===== src/rtl/cpu19_pkg.sv =====
// Shared widths, opcode encoding and the execute-stage operand bundle
// for the 19-bit CPU.
package cpu19_pkg;

    localparam int XLEN = 19;
    localparam int NREG = 8;
    localparam int AW   = $clog2(NREG);
    localparam int OP_W = 5;

    typedef enum logic [OP_W-1:0] {
        OP_NOP  = 5'd0,
        OP_ADD  = 5'd1,
        OP_SUB  = 5'd2,
        OP_AND  = 5'd3,
        OP_OR   = 5'd4,
        OP_XOR  = 5'd5,
        OP_SLL  = 5'd6,
        OP_SRL  = 5'd7,
        OP_ADDI = 5'd8,
        OP_LD   = 5'd9,
        OP_ST   = 5'd10,
        OP_BEQ  = 5'd11,
        OP_JAL  = 5'd12
    } opcode_e;

    typedef struct packed {
        logic [OP_W-1:0] op;
        logic [XLEN-1:0] rs1;
        logic [XLEN-1:0] rs2;
        logic [XLEN-1:0] imm;
        logic [AW-1:0]   rd;
        logic            rd_we;
    } ex_bundle_t;

    // x0 is never written, so a writeback to it never counts as a hit.
    function automatic logic wb_hits(input logic          wb_valid,
                                     input logic [AW-1:0] wb_addr,
                                     input logic [AW-1:0] r);
        return wb_valid && (wb_addr == r) && (r != '0);
    endfunction

endpackage


===== src/rtl/operand_scoreboard.sv =====
// Per-register pending-write tracker; reports RAW/WAW hazards that the
// current writeback does not already resolve.
module operand_scoreboard
    import cpu19_pkg::*;
(
    input  logic          clk,
    input  logic          reset_n,
    input  logic          flush_i,
    input  logic          set_en_i,
    input  logic [AW-1:0] set_addr_i,
    input  logic          clr_en_i,
    input  logic [AW-1:0] clr_addr_i,
    input  logic [AW-1:0] rs1_addr_i,
    input  logic [AW-1:0] rs2_addr_i,
    input  logic [AW-1:0] rd_addr_i,
    input  logic          rd_we_i,
    output logic          hazard_rs1_o,
    output logic          hazard_rs2_o,
    output logic          hazard_rd_o
);

    logic [NREG-1:0] pending;
    logic [NREG-1:0] pending_next;

    // A new writer issuing in the same cycle as an older writeback wins.
    always_comb begin
        pending_next = pending;
        for (int r = 1; r < NREG; r++) begin
            if (set_en_i && (set_addr_i == AW'(r))) begin
                pending_next[r] = 1'b1;
            end else if (wb_hits(clr_en_i, clr_addr_i, AW'(r))) begin
                pending_next[r] = 1'b0;
            end
        end
        pending_next[0] = 1'b0;
    end

    always_ff @(posedge clk or negedge reset_n) begin
        if (!reset_n) begin
            pending <= '0;
        end else if (flush_i) begin
            pending <= '0;
        end else begin
            pending <= pending_next;
        end
    end

    assign hazard_rs1_o = pending[rs1_addr_i] & ~wb_hits(clr_en_i, clr_addr_i, rs1_addr_i);
    assign hazard_rs2_o = pending[rs2_addr_i] & ~wb_hits(clr_en_i, clr_addr_i, rs2_addr_i);
    assign hazard_rd_o  = rd_we_i & pending[rd_addr_i] & ~wb_hits(clr_en_i, clr_addr_i, rd_addr_i);

endmodule


===== src/rtl/operand_fetch.sv =====
// Issue stage: reads operands with writeback bypass, stalls on pending
// registers and registers the operand bundle toward execute.
module operand_fetch
    import cpu19_pkg::*;
(
    input  logic            clk,
    input  logic            reset_n,
    input  logic            in_valid_i,
    output logic            in_ready_o,
    input  logic [OP_W-1:0] in_op_i,
    input  logic [AW-1:0]   in_rs1_addr_i,
    input  logic [AW-1:0]   in_rs2_addr_i,
    input  logic [AW-1:0]   in_rd_addr_i,
    input  logic            in_rd_we_i,
    input  logic [XLEN-1:0] in_imm_i,
    output logic [AW-1:0]   rf_rs1_addr_o,
    output logic [AW-1:0]   rf_rs2_addr_o,
    input  logic [XLEN-1:0] rf_rs1_data_i,
    input  logic [XLEN-1:0] rf_rs2_data_i,
    input  logic            wb_valid_i,
    input  logic [AW-1:0]   wb_rd_addr_i,
    input  logic [XLEN-1:0] wb_data_i,
    input  logic            flush_i,
    output logic            ex_valid_o,
    input  logic            ex_ready_i,
    output logic [OP_W-1:0] ex_op_o,
    output logic [XLEN-1:0] ex_rs1_data_o,
    output logic [XLEN-1:0] ex_rs2_data_o,
    output logic [XLEN-1:0] ex_imm_o,
    output logic [AW-1:0]   ex_rd_addr_o,
    output logic            ex_rd_we_o
);

    logic       hazard_rs1;
    logic       hazard_rs2;
    logic       hazard_rd;
    logic       hazard;
    logic       slot_free;
    logic       fire;
    logic       ex_valid_q;
    ex_bundle_t ex_q;
    ex_bundle_t ex_next;

    assign rf_rs1_addr_o = in_rs1_addr_i;
    assign rf_rs2_addr_o = in_rs2_addr_i;

    operand_scoreboard u_scoreboard (
        .clk          (clk),
        .reset_n      (reset_n),
        .flush_i      (flush_i),
        .set_en_i     (fire & in_rd_we_i),
        .set_addr_i   (in_rd_addr_i),
        .clr_en_i     (wb_valid_i),
        .clr_addr_i   (wb_rd_addr_i),
        .rs1_addr_i   (in_rs1_addr_i),
        .rs2_addr_i   (in_rs2_addr_i),
        .rd_addr_i    (in_rd_addr_i),
        .rd_we_i      (in_rd_we_i),
        .hazard_rs1_o (hazard_rs1),
        .hazard_rs2_o (hazard_rs2),
        .hazard_rd_o  (hazard_rd)
    );

    assign hazard     = hazard_rs1 | hazard_rs2 | hazard_rd;
    assign slot_free  = ~ex_valid_q | ex_ready_i;
    assign in_ready_o = slot_free & ~hazard & ~flush_i;
    assign fire       = in_valid_i & in_ready_o;

    // The regfile returns the pre-write value, so a same-cycle writeback
    // must be forwarded here.
    always_comb begin
        ex_next.op    = in_op_i;
        ex_next.imm   = in_imm_i;
        ex_next.rd    = in_rd_addr_i;
        ex_next.rd_we = in_rd_we_i;
        ex_next.rs1   = rf_rs1_data_i;
        ex_next.rs2   = rf_rs2_data_i;
        if (in_rs1_addr_i == '0) begin
            ex_next.rs1 = '0;
        end else if (wb_hits(wb_valid_i, wb_rd_addr_i, in_rs1_addr_i)) begin
            ex_next.rs1 = wb_data_i;
        end
        if (in_rs2_addr_i == '0) begin
            ex_next.rs2 = '0;
        end else if (wb_hits(wb_valid_i, wb_rd_addr_i, in_rs2_addr_i)) begin
            ex_next.rs2 = wb_data_i;
        end
    end

    always_ff @(posedge clk or negedge reset_n) begin
        if (!reset_n) begin
            ex_valid_q <= 1'b0;
            ex_q       <= '0;
        end else if (flush_i) begin
            ex_valid_q <= 1'b0;
        end else if (slot_free) begin
            ex_valid_q <= fire;
            if (fire) begin
                ex_q <= ex_next;
            end
        end
    end

    assign ex_valid_o    = ex_valid_q;
    assign ex_op_o       = ex_q.op;
    assign ex_rs1_data_o = ex_q.rs1;
    assign ex_rs2_data_o = ex_q.rs2;
    assign ex_imm_o      = ex_q.imm;
    assign ex_rd_addr_o  = ex_q.rd;
    assign ex_rd_we_o    = ex_q.rd_we;

endmodule


===== config.mk =====
export PLATFORM = sky130hd
export DESIGN_NAME = operand_fetch
export DESIGN_NICKNAME = d
export VERILOG_FILES = /design/src/rtl/cpu19_pkg.sv /design/src/rtl/operand_scoreboard.sv /design/src/rtl/operand_fetch.sv
export SDC_FILE = /design/constraint.sdc
export NUM_CORES = 1
export LEC_CHECK = 0
export CAP_MARGIN = 10
export CELL_PAD_IN_SITES_DETAIL_PLACEMENT = 1
export CELL_PAD_IN_SITES_GLOBAL_PLACEMENT = 1
export CORE_AREA = 2 2 87 152
export DETAILED_ROUTE_END_ITERATION = 10
export DIE_AREA = 0 0 89 154
export GPL_TIMING_DRIVEN = 1
export HOLD_SLACK_MARGIN = 0.15
export PLACE_DENSITY = 0.89
export SYNTH_ARGS = -nofsm -noshare
export SYNTH_HDL_FRONTEND = slang
export SYNTH_SLANG_ARGS = --single-unit

===== constraint.sdc =====
create_clock -name clk -period 2.6 [get_ports clk]
set_input_delay 0.26 -clock clk [delete_from_list [all_inputs] [get_ports clk]]
set_output_delay 0.26 -clock clk [all_outputs]
set_load 0.005 [all_outputs]

==> impl_metrics.toml, run 1 <==
[synthesis]
yosysWarningCount = 0
synth_edf_count = 0
synthCells = 352
synthArstFlopShare_pct = 100
synth_cell_types = 42
seq_area_frac_synth_pct = 47.0
ys.flop_type = "dfrtp_1"
syn_area_mm2 = 0.00394
ys_ff_latch = 74
syn-num-nets = 452
avgSynthCellArea_um2 = 11.2

[critical_path]
worstRegToRegCells = 7
crit_path_start_kind = "primary input"
cp_max_fo = 23
worstSetupPathType = "in2reg"
setup.worst_path.end_class = "flip-flop"
required_ns = 2.81
arrival_ns = 2.65

[finish]
drive_gt1_share_pct = 23.7
seqCellArea_mm2 = 0.00185
num_antenna_cells = 0
area_delta_synth_final_pct = 62.0
multi_input_area_mm2 = 0.00195
fin_nets = 636
fill_cells = 1380

[clock_tree]
tritoncts = "done"
clock_latency_ns = 0.33
path_clk_slew_ns = 0.06
htree_levels = 3
cts_buffers = 9
postCtsSetupBuffers = 0
clockBufferDepth = 2
clkSinkCount = 74
root_buffer = "clkbuf_16"

[placement]
post-place-ws_ns = -0.245
hpwlAfterDp_um = 10800
gp_congestion = 0.874
portBuffers = 173

[timing]
hold_viol = 0
relSlewSlack_pct = 34.5
rsz0062_at_grt = "no"
tightest_slew_ns = 0.983
tns_ns = 0
skew_ns = 0.0101
slew_viol_final = 0
setup_viol = 0
period_share_pct = 93.9
finalWorstSetupSlack_ns = 0.158
fin_crit_ns = 2.44
fmax_mhz = 410

[detailed_routing]
drt_iter0_markers = 140
first_pass_iters = 5
routedWlPerCell_um = 20.0
totalWireLength_um = 14200
vias_per_cell = 5.04
ant_nets = 0
drcViolationCount = 0
via_count = 3574

[power]
power.density_mw_per_mm2 = 633
vdd_drop_max_mv = 0.427
p_leak_nw = 2.55

[min_path]
hold_path.class = "reg2reg"
holdPathStages = 1

[grt]
overflow = 0
grt_pass1_vias = 4098
grt_pass1_wl_um = 22000
antenna_found_initial = 0
grt_usage_pct = 21.0
grt_max_degree = 75

[floorplanning]
io_pins = 174
fp.dieH_um = 154
rows = 54
chipWidth_um = 89
core_area_mm2 = 0.0124
initial_utilization_pct = 31.7
fp.dieArea_mm2 = 0.0137

[outcome]
status = "finished clean"

[flow_run]
cap_violations = 0
## what timing repair did
item,4_1_cts,5_1_grt
gates resized for setup,2,6
endpoints found under the setup margin,1,52
gates cloned,0,0
hold buffers,1,0
hold endpoints to repair,63,0
pin swaps,0,2
## final timing paths
check	end	from	slack, ns
hold reg to reg	ex_rs1_data_o[8]	ex_rs1_data_o[8]	0.50
setup / recovery	ex_rs1_data_o[2]	wb_rd_addr_i[0]	0.16
max in group asynchronous	ex_rs2_data_o[13]	reset_n	1.31
hold / removal	ex_rs1_data_o[8]	ex_rs1_data_o[8]	0.50
setup reg to reg	ex_rs1_data_o[2]	u_scoreboard.pending[4]	0.21
min in group asynchronous	ex_rs2_data_o[7]	reset_n	0.61
## critical path, cell delays in order
cell,delay [ns]
clkdlybuf4s50_1,0.43
buf_4,0.18
buf_12,0.14
xnor2_1,0.18
nand4_1,0.12
nand3_1,0.11
o211ai_1,0.15
nor4b_2,0.35
buf_4,0.20
buf_12,0.18
mux2_2,0.36
## sequential cells by signal, indices dropped and copies added (netlist names)
signal	flops
ex_imm_o	19
ex_valid_o	1
ex_rs2_data_o	19
ex_op_o	5
ex_rd_addr_o	3
u_scoreboard.pending	7
ex_rs1_data_o	19
ex_rd_we_o	1
## final cells by class
cell class | instances | area share [%]
Timing Repair Buffer | 205 | 31.8
Inverter | 4 | 0.235
Sequential cell | 74 | 29.0
Clock buffer | 12 | 4.02
Clock inverter | 4 | 1.16
Multi-Input combinational cell | 242 | 30.5
Tap cell | 168 | 3.29
## kinds of logic (layout without fill, tap and decap cells)
| group | count (synthesis) | count (layout) | synth area share (%) |
|---|---|---|---|
| multiplexers | 95 | 95 | 26.9 |
| flip-flops | 74 | 74 | 47.0 |
| XOR/XNOR | 8 | 8 | 1.78 |
| AO/OA/AOI/OAI | 68 | 68 | 10.6 |
| AND/OR/NAND/NOR | 71 | 71 | 8.92 |
| buffers and inverters | 36 | 225 | 4.79 |
## Yosys cell counts, drive strengths merged, types with 2 or more instances
library cell   n  area share, %
mux2          66             19
dfrtp         74             47
o211ai         7            1.3
mux2i         27            6.9
a31o           2           0.44
o41ai          6            1.3
or3b           2           0.44
inv            3           0.29
and3           2           0.32
buf           20            3.3
xnor2          7            1.6
nor2          22            2.1
clkbuf        12            1.1
nand2         11            1.0
nor3           2           0.25
a21oi         23            3.0
nand2b         5           0.79
o21ai         22            2.8
mux4           2            1.1
nand3         22            2.8
## metrics by stage
step | utilization (%) | cell area, um2 | hold WS, ns | power [mW] | cells
global route | 51.3 | 6380 | 0.518 | 4.22 | 709
finish | 51.3 | 6380 | 0.503 | 4.04 | 709
global placement | 48.4 | 6020 | 0.464 | 2.64 | 692
CTS | 51.2 | 6360 | 0.508 | 4.08 | 709
floorplan | - | 3940 | -0.0356 | 1.88 | 352
detailed placement | 48.4 | 6020 | 0.489 | 2.69 | 692
## routing by layer
| metal | vias to the layer above | wire [um] | global-route usage, % |
|---|---|---|---|
| met3 | 24 | 485 | 3.17 |
| met1 | 1803 | 5090 | 21.9 |
| li1 | 1640 | - | - |
| met5 | - | 0 | 0 |
| met2 | 107 | 8210 | 40.4 |
| met4 | 0 | 384 | 7.60 |
## layout by cell type, fill, tap and decap left out, types with 3 or more instances in the layout
| cell | instances |
|---|---|
| o211ai_1 | 7 |
| clkbuf_16 | 9 |
| nand2_1 | 11 |
| dlymetal6s2s_1 | 3 |
| o21ai_0 | 20 |
| a21oi_1 | 21 |
| nand3_1 | 22 |
| mux2i_1 | 27 |
| buf_4 | 28 |
| nor2_1 | 22 |
| clkdlybuf4s50_1 | 168 |
| xnor2_1 | 5 |
| mux2_2 | 64 |
| nand2b_1 | 5 |
| inv_1 | 3 |
| o41ai_1 | 6 |
| dfrtp_1 | 74 |
| buf_12 | 4 |
## where the power goes
group	internal (mW)	total [mW]	leakage (nW)	switching [mW]
logic	0.761	1.18	1.49	0.418
registers	1.37	1.49	0.898	0.122
clock network	0.893	1.37	0.163	0.475
total	3.02	4.04	2.55	1.01
Power figures use the tool's default switching activity.
==> inputs of run 2 (changes only) <==
--- a/config.mk
+++ b/config.mk
@@ -12,7 +12,6 @@
 export DETAILED_ROUTE_END_ITERATION = 10
 export DIE_AREA = 0 0 89 154
 export GPL_TIMING_DRIVEN = 1
-export HOLD_SLACK_MARGIN = 0.15
 export PLACE_DENSITY = 0.89
 export SYNTH_ARGS = -nofsm -noshare
 export SYNTH_HDL_FRONTEND = slang
==> run 2 against run 1 <==
Global-route usage is essentially flat. Hold slack lost 0.44 ns. Via count grew 0.59%. Cell count shrank 0.14%. Sequential share of layout area is essentially flat. Count of clock-buffer cells in the layout is the same.
==> impl_metrics.toml, run 2 (synthesis gave the netlist of run 1 again) <==
[finish]
fill_cells = 1381
final_cell_mix = "clkdlybuf4s50_1 (168), dfrtp_1 (74), mux2_2 (64)"
drive_gt1_share_pct = 23.7
num_antenna_cells = 0
area_delta_synth_final_pct = 61.7
fin_nets = 635
final_cells = 708
final_common_cell = "clkdlybuf4s50_1"

[critical_path]
required_ns = 2.81
setup.worst_path.end_class = "flip-flop"
crit_path_start_kind = "primary input"
worstSetupPathType = "in2reg"
cp_max_fo = 24
arrival_ns = 2.66

[detailed_routing]
first_pass_iters = 4
via_count = 3595
totalWireLength_um = 14100
highest_layer = "met4"
ant_nets = 0
vias_per_cell = 5.08
wl_met1_um = 5060
wl_met2_um = 8170
wl_met3_um = 523
drt_iter0_markers = 120
drcViolationCount = 0
routedWlPerCell_um = 20.0

[clock_tree]
cts_buffers = 9
postCtsSetupBuffers = 0
path_clk_slew_ns = 0.06
clockBufferDepth = 2
clock_latency_ns = 0.33
root_buffer = "clkbuf_16"
tritoncts = "done"
htree_levels = 3
clkSinkCount = 74

[placement]
placed_cells = 692
post-place-ws_ns = -0.245
hpwlAfterDp_um = 10800
gp_congestion = 0.874
portBuffers = 173

[power]
p_leak_nw = 2.55
vdd_drop_max_mv = 0.427
power.density_mw_per_mm2 = 634

[flow_run]
cap_violations = 0

[timing]
hold_viol = 0
skew_ns = 0.0103
tightest_slew_ns = 0.978
finalWorstSetupSlack_ns = 0.156
fmax_mhz = 409
period_share_pct = 94.0
slew_viol_final = 0
setup_viol = 0
relSlewSlack_pct = 34.8
rsz0062_at_grt = "no"
fin_crit_ns = 2.44

[grt]
grt_max_degree = 75
grt_pass1_wl_um = 21900
grt_pass1_vias = 4093
overflow = 0
antenna_found_initial = 0
grt_usage_pct = 21.0

[floorplanning]
fp.dieArea_mm2 = 0.0137
rows = 54
io_pins = 174
initial_utilization_pct = 31.7
fp.dieH_um = 154
core_area_mm2 = 0.0124
chipWidth_um = 89

[min_path]
hold_path.class = "in2async"

[outcome]
status = "finished clean"
-- run 2: cell count changes in the layout (fill, tap and decap cells not counted), sizes merged --
cell and delta:
dlygate4sd3 -1
-- run 2: timing repair --
action	CTS	global route
gates resized for setup	2	6
hold buffers	0	0
endpoints found under the setup margin	1	52
pin swaps	0	2
-- run 2: per-stage QoR --
| step | setup TNS (ns) | power [mW] | instance area, um2 | util [%] | hold slack (ns) |
|---|---|---|---|---|---|
| CTS | 0 | 4.08 | 6350 | 51.1 | 0.124 |
| detailed placement | -14.96 | 2.69 | 6020 | 48.4 | 0.489 |
| floorplan | 0 | 1.88 | 3940 | - | -0.0356 |
| finish | 0 | 4.04 | 6370 | 51.3 | 0.0646 |
| global placement | -10.08 | 2.64 | 6020 | 48.4 | 0.464 |
| global route | 0 | 4.22 | 6370 | 51.3 | 0.143 |
-- run 2: layer usage --
layer / GRT usage (%) / up-vias
li1: - / 1641
met1: 21.9 / 1807
met2: 40.4 / 122
met3: 3.17 / 25
met4: 7.60 / 0
met5: 0 / -
-- run 2: path summary, 6_finish.rpt --
kind                       slack (ns)                     from                 to  cells past startpoint
setup / recovery                 0.16          wb_rd_addr_i[0]         ex_op_o[1]                     11
min in group clk                 0.50         ex_rs1_data_o[8]   ex_rs1_data_o[8]                      1
hold / removal                   0.06                  reset_n   ex_rs2_data_o[7]                      1
setup reg to reg                 0.22  u_scoreboard.pending[4]         ex_op_o[1]                      7
max in group asynchronous        1.87                  reset_n  ex_rs2_data_o[13]                      1
hold reg to reg                  0.50         ex_rs1_data_o[8]   ex_rs1_data_o[8]                      1
-- run 2: power breakdown --
part           switching, mW  total (mW)  internal, mW
logic                  0.418        1.18         0.760
registers              0.122        1.49          1.37
clock network          0.476        1.37         0.893
total                   1.02        4.04          3.02
-- run 2: cell type report --
cell class | count | area [um2] | share of cell area [%]
well taps | 168 | 210 | 3.30
clock buffers | 12 | 256 | 4.03
clock inverters | 4 | 73.8 | 1.16
repair buffers | 204 | 2020 | 31.7
multi-input cells | 242 | 1950 | 30.6
inverters | 4 | 15.0 | 0.236
flip-flops and latches | 74 | 1850 | 29.1
-- run 2: worst max-delay path, stage by stage --
cell,delay (ns)
clkdlybuf4s50_1,0.43
buf_4,0.18
buf_12,0.14
xnor2_1,0.18
nand4_1,0.12
nand3_1,0.11
o211ai_1,0.15
nor4b_2,0.35
buf_4,0.20
buf_12,0.18
mux2_2,0.36
==> inputs of run 3 (changes only) <==
--- a/config.mk
+++ b/config.mk
@@ -11,8 +11,10 @@
 export CORE_AREA = 2 2 87 152
 export DETAILED_ROUTE_END_ITERATION = 10
 export DIE_AREA = 0 0 89 154
+export GPL_ROUTABILITY_DRIVEN = 0
 export GPL_TIMING_DRIVEN = 1
 export PLACE_DENSITY = 0.89
+export SKIP_CTS_REPAIR_TIMING = 1
 export SYNTH_ARGS = -nofsm -noshare
 export SYNTH_HDL_FRONTEND = slang
 export SYNTH_SLANG_ARGS = --single-unit
==> run 3 against run 2 <==
Sequential power about the same. Count of clock-buffer cells in the layout unchanged. Worst setup slack is essentially flat. Die area is the same. First-iteration DRC count unchanged. Final area hardly changed. Largest cell class unchanged. Register-to-register slack about the same.
==> impl_metrics.toml, run 3 (synthesis gave the netlist of run 1 again) <==
[timing]
fmax_mhz = 409
relSlewSlack_pct = 34.8
tightest_slew_ns = 0.978
holdWs_ns = 0.0647
fin_crit_ns = 2.44
skew_ns = 0.0103
setup_viol = 0
rsz0062_at_grt = "no"
slew_viol_final = 0
period_share_pct = 94.0
hold_viol = 0

[critical_path]
worstSetupPathType = "in2reg"
crit_chain = "clkdlybuf4s50_1, buf_4, buf_12, xnor2_1, nand4_1, nand3_1, o211ai_1, nor4b_2, buf_4, buf_12, mux2_2"
setup.worst_path.end_class = "flip-flop"
crit_path_start_kind = "primary input"
crit_slowest_cell = "clkdlybuf4s50_1"
arrival_ns = 2.66
required_ns = 2.81
cp_max_fo = 24
slowest_delay_ns = 0.43
timing.rr.end = "ex_op_o[1]"
worstRegToRegCells = 7
r2r_slack_ns = 0.22
reg2reg_from = "u_scoreboard.pending[4]"

[placement]
hpwlAfterDp_um = 10800
placed_cell_area_mm2 = 0.00602
portBuffers = 173
placed_cells = 692

[power]
power.density_mw_per_mm2 = 633
vdd_drop_max_mv = 0.427
total_power_mw = 4.04
p_int_mw = 3.02
p_leak_nw = 2.55
p_seq_share_pct = 36.9
power_frac_clock_pct = 33.9
sw_frac_of_total_pct = 25.2
comb_power_share_pct = 29.2
p_sw_mw = 1.02

[grt]
grt_max_degree = 75
antenna_found_initial = 0
grt_pass1_wl_um = 21900
grt_usage_pct = 20.9
overflow = 0
grt_pass1_vias = 4093

[detailed_routing]
routedWlPerCell_um = 20.0
ant_nets = 0
wl_met1_um = 5060
vias_per_cell = 5.08
drt_iter0_markers = 120
totalWireLength_um = 14100
first_pass_iters = 4
wl_met2_um = 8170
wl_met3_um = 523
highest_layer = "met4"
via_count = 3596
drcViolationCount = 0

[clock_tree]
clock_latency_ns = 0.33
cts_buffers = 9
htree_levels = 3
tritoncts = "done"
clockBufferDepth = 2
clkSinkCount = 74
root_buffer = "clkbuf_16"
path_clk_slew_ns = 0.06

[finish]
num_antenna_cells = 0
final_common_cell = "clkdlybuf4s50_1"
fin_nets = 635
final_cell_mix = "clkdlybuf4s50_1 (168), dfrtp_1 (74), mux2_2 (64)"
area_delta_synth_final_pct = 61.8
final_cells = 708
drive_gt1_share_pct = 23.7
stdcell_area_mm2 = 0.00638

[min_path]
hold_path.class = "in2async"

[floorplanning]
io_pins = 174
fp.dieArea_mm2 = 0.0137
chipWidth_um = 89
initial_utilization_pct = 31.7
rows = 54
fp.dieH_um = 154
core_area_mm2 = 0.0124

[flow_run]
cap_violations = 0

[outcome]
status = "finished clean"
-- run 3: cell count changes in the layout (fill, tap and decap cells not counted) --
cell            before  now
dlygate4sd2_1        1    0
dlymetal6s2s_1       3    4
-- run 3: worst max path at each step --
stage / depth (start not counted) / to / start
after floorplan: 9 / ex_rs2_data_o[10] / wb_rd_addr_i[1]
after global placement: 10 / ex_rs2_data_o[10] / wb_rd_addr_i[2]
after detailed placement: 9 / ex_op_o[1] / in_rd_addr_i[2]
after CTS: 7 / in_ready_o / in_rd_addr_i[2]
after global routing: 11 / ex_op_o[1] / wb_rd_addr_i[0]
final: 11 / ex_op_o[1] / wb_rd_addr_i[0]
-- run 3: critical path: cells and delay by family --
kind	cells	cell delay [ns]
multiplexers	1	0.36
AND/OR/NAND/NOR	3	0.58
XOR/XNOR	1	0.18
AO/OA/AOI/OAI	1	0.15
buffers and inverters	5	1.13
-- run 3: per-stage QoR --
stage	setup WS [ns]	TNS [ns]	utilization, %
2_1_floorplan	0.219	0	-
3_3_place_gp	-0.167	-10.08	48.4
3_5_place_dp	-0.245	-14.96	48.4
4_1_cts	-0.165	-0.165	51.0
5_1_grt	0.00549	0	51.3
6_report	0.156	0	51.3
-- run 3: power groups by stage --
stage          registers (mW)  logic [mW]  clock network (mW)
2_1_floorplan            1.51       0.372                   0
3_3_place_gp             1.50        1.15                   0
3_5_place_dp             1.51        1.19                   0
4_1_cts                  1.49        1.19                1.40
5_1_grt                  1.52        1.25                1.45
6_report                 1.49        1.18                1.37
-- run 3: layout make-up --
type,instances,area [um2]
Timing Repair Buffer,204,2020
Sequential cell,74,1850
Multi-Input combinational cell,242,1950
Fill cell,1381,6060
Inverter,4,15.0
Tap cell,168,210
Clock inverter,4,73.8
Clock buffer,12,256
-- run 3: routing by layer --
layer | global-route usage [%] | up-vias
met5 | 0 | -
met3 | 3.17 | 25
li1 | - | 1641
met2 | 40.4 | 122
met4 | 7.60 | 0
met1 | 21.8 | 1808
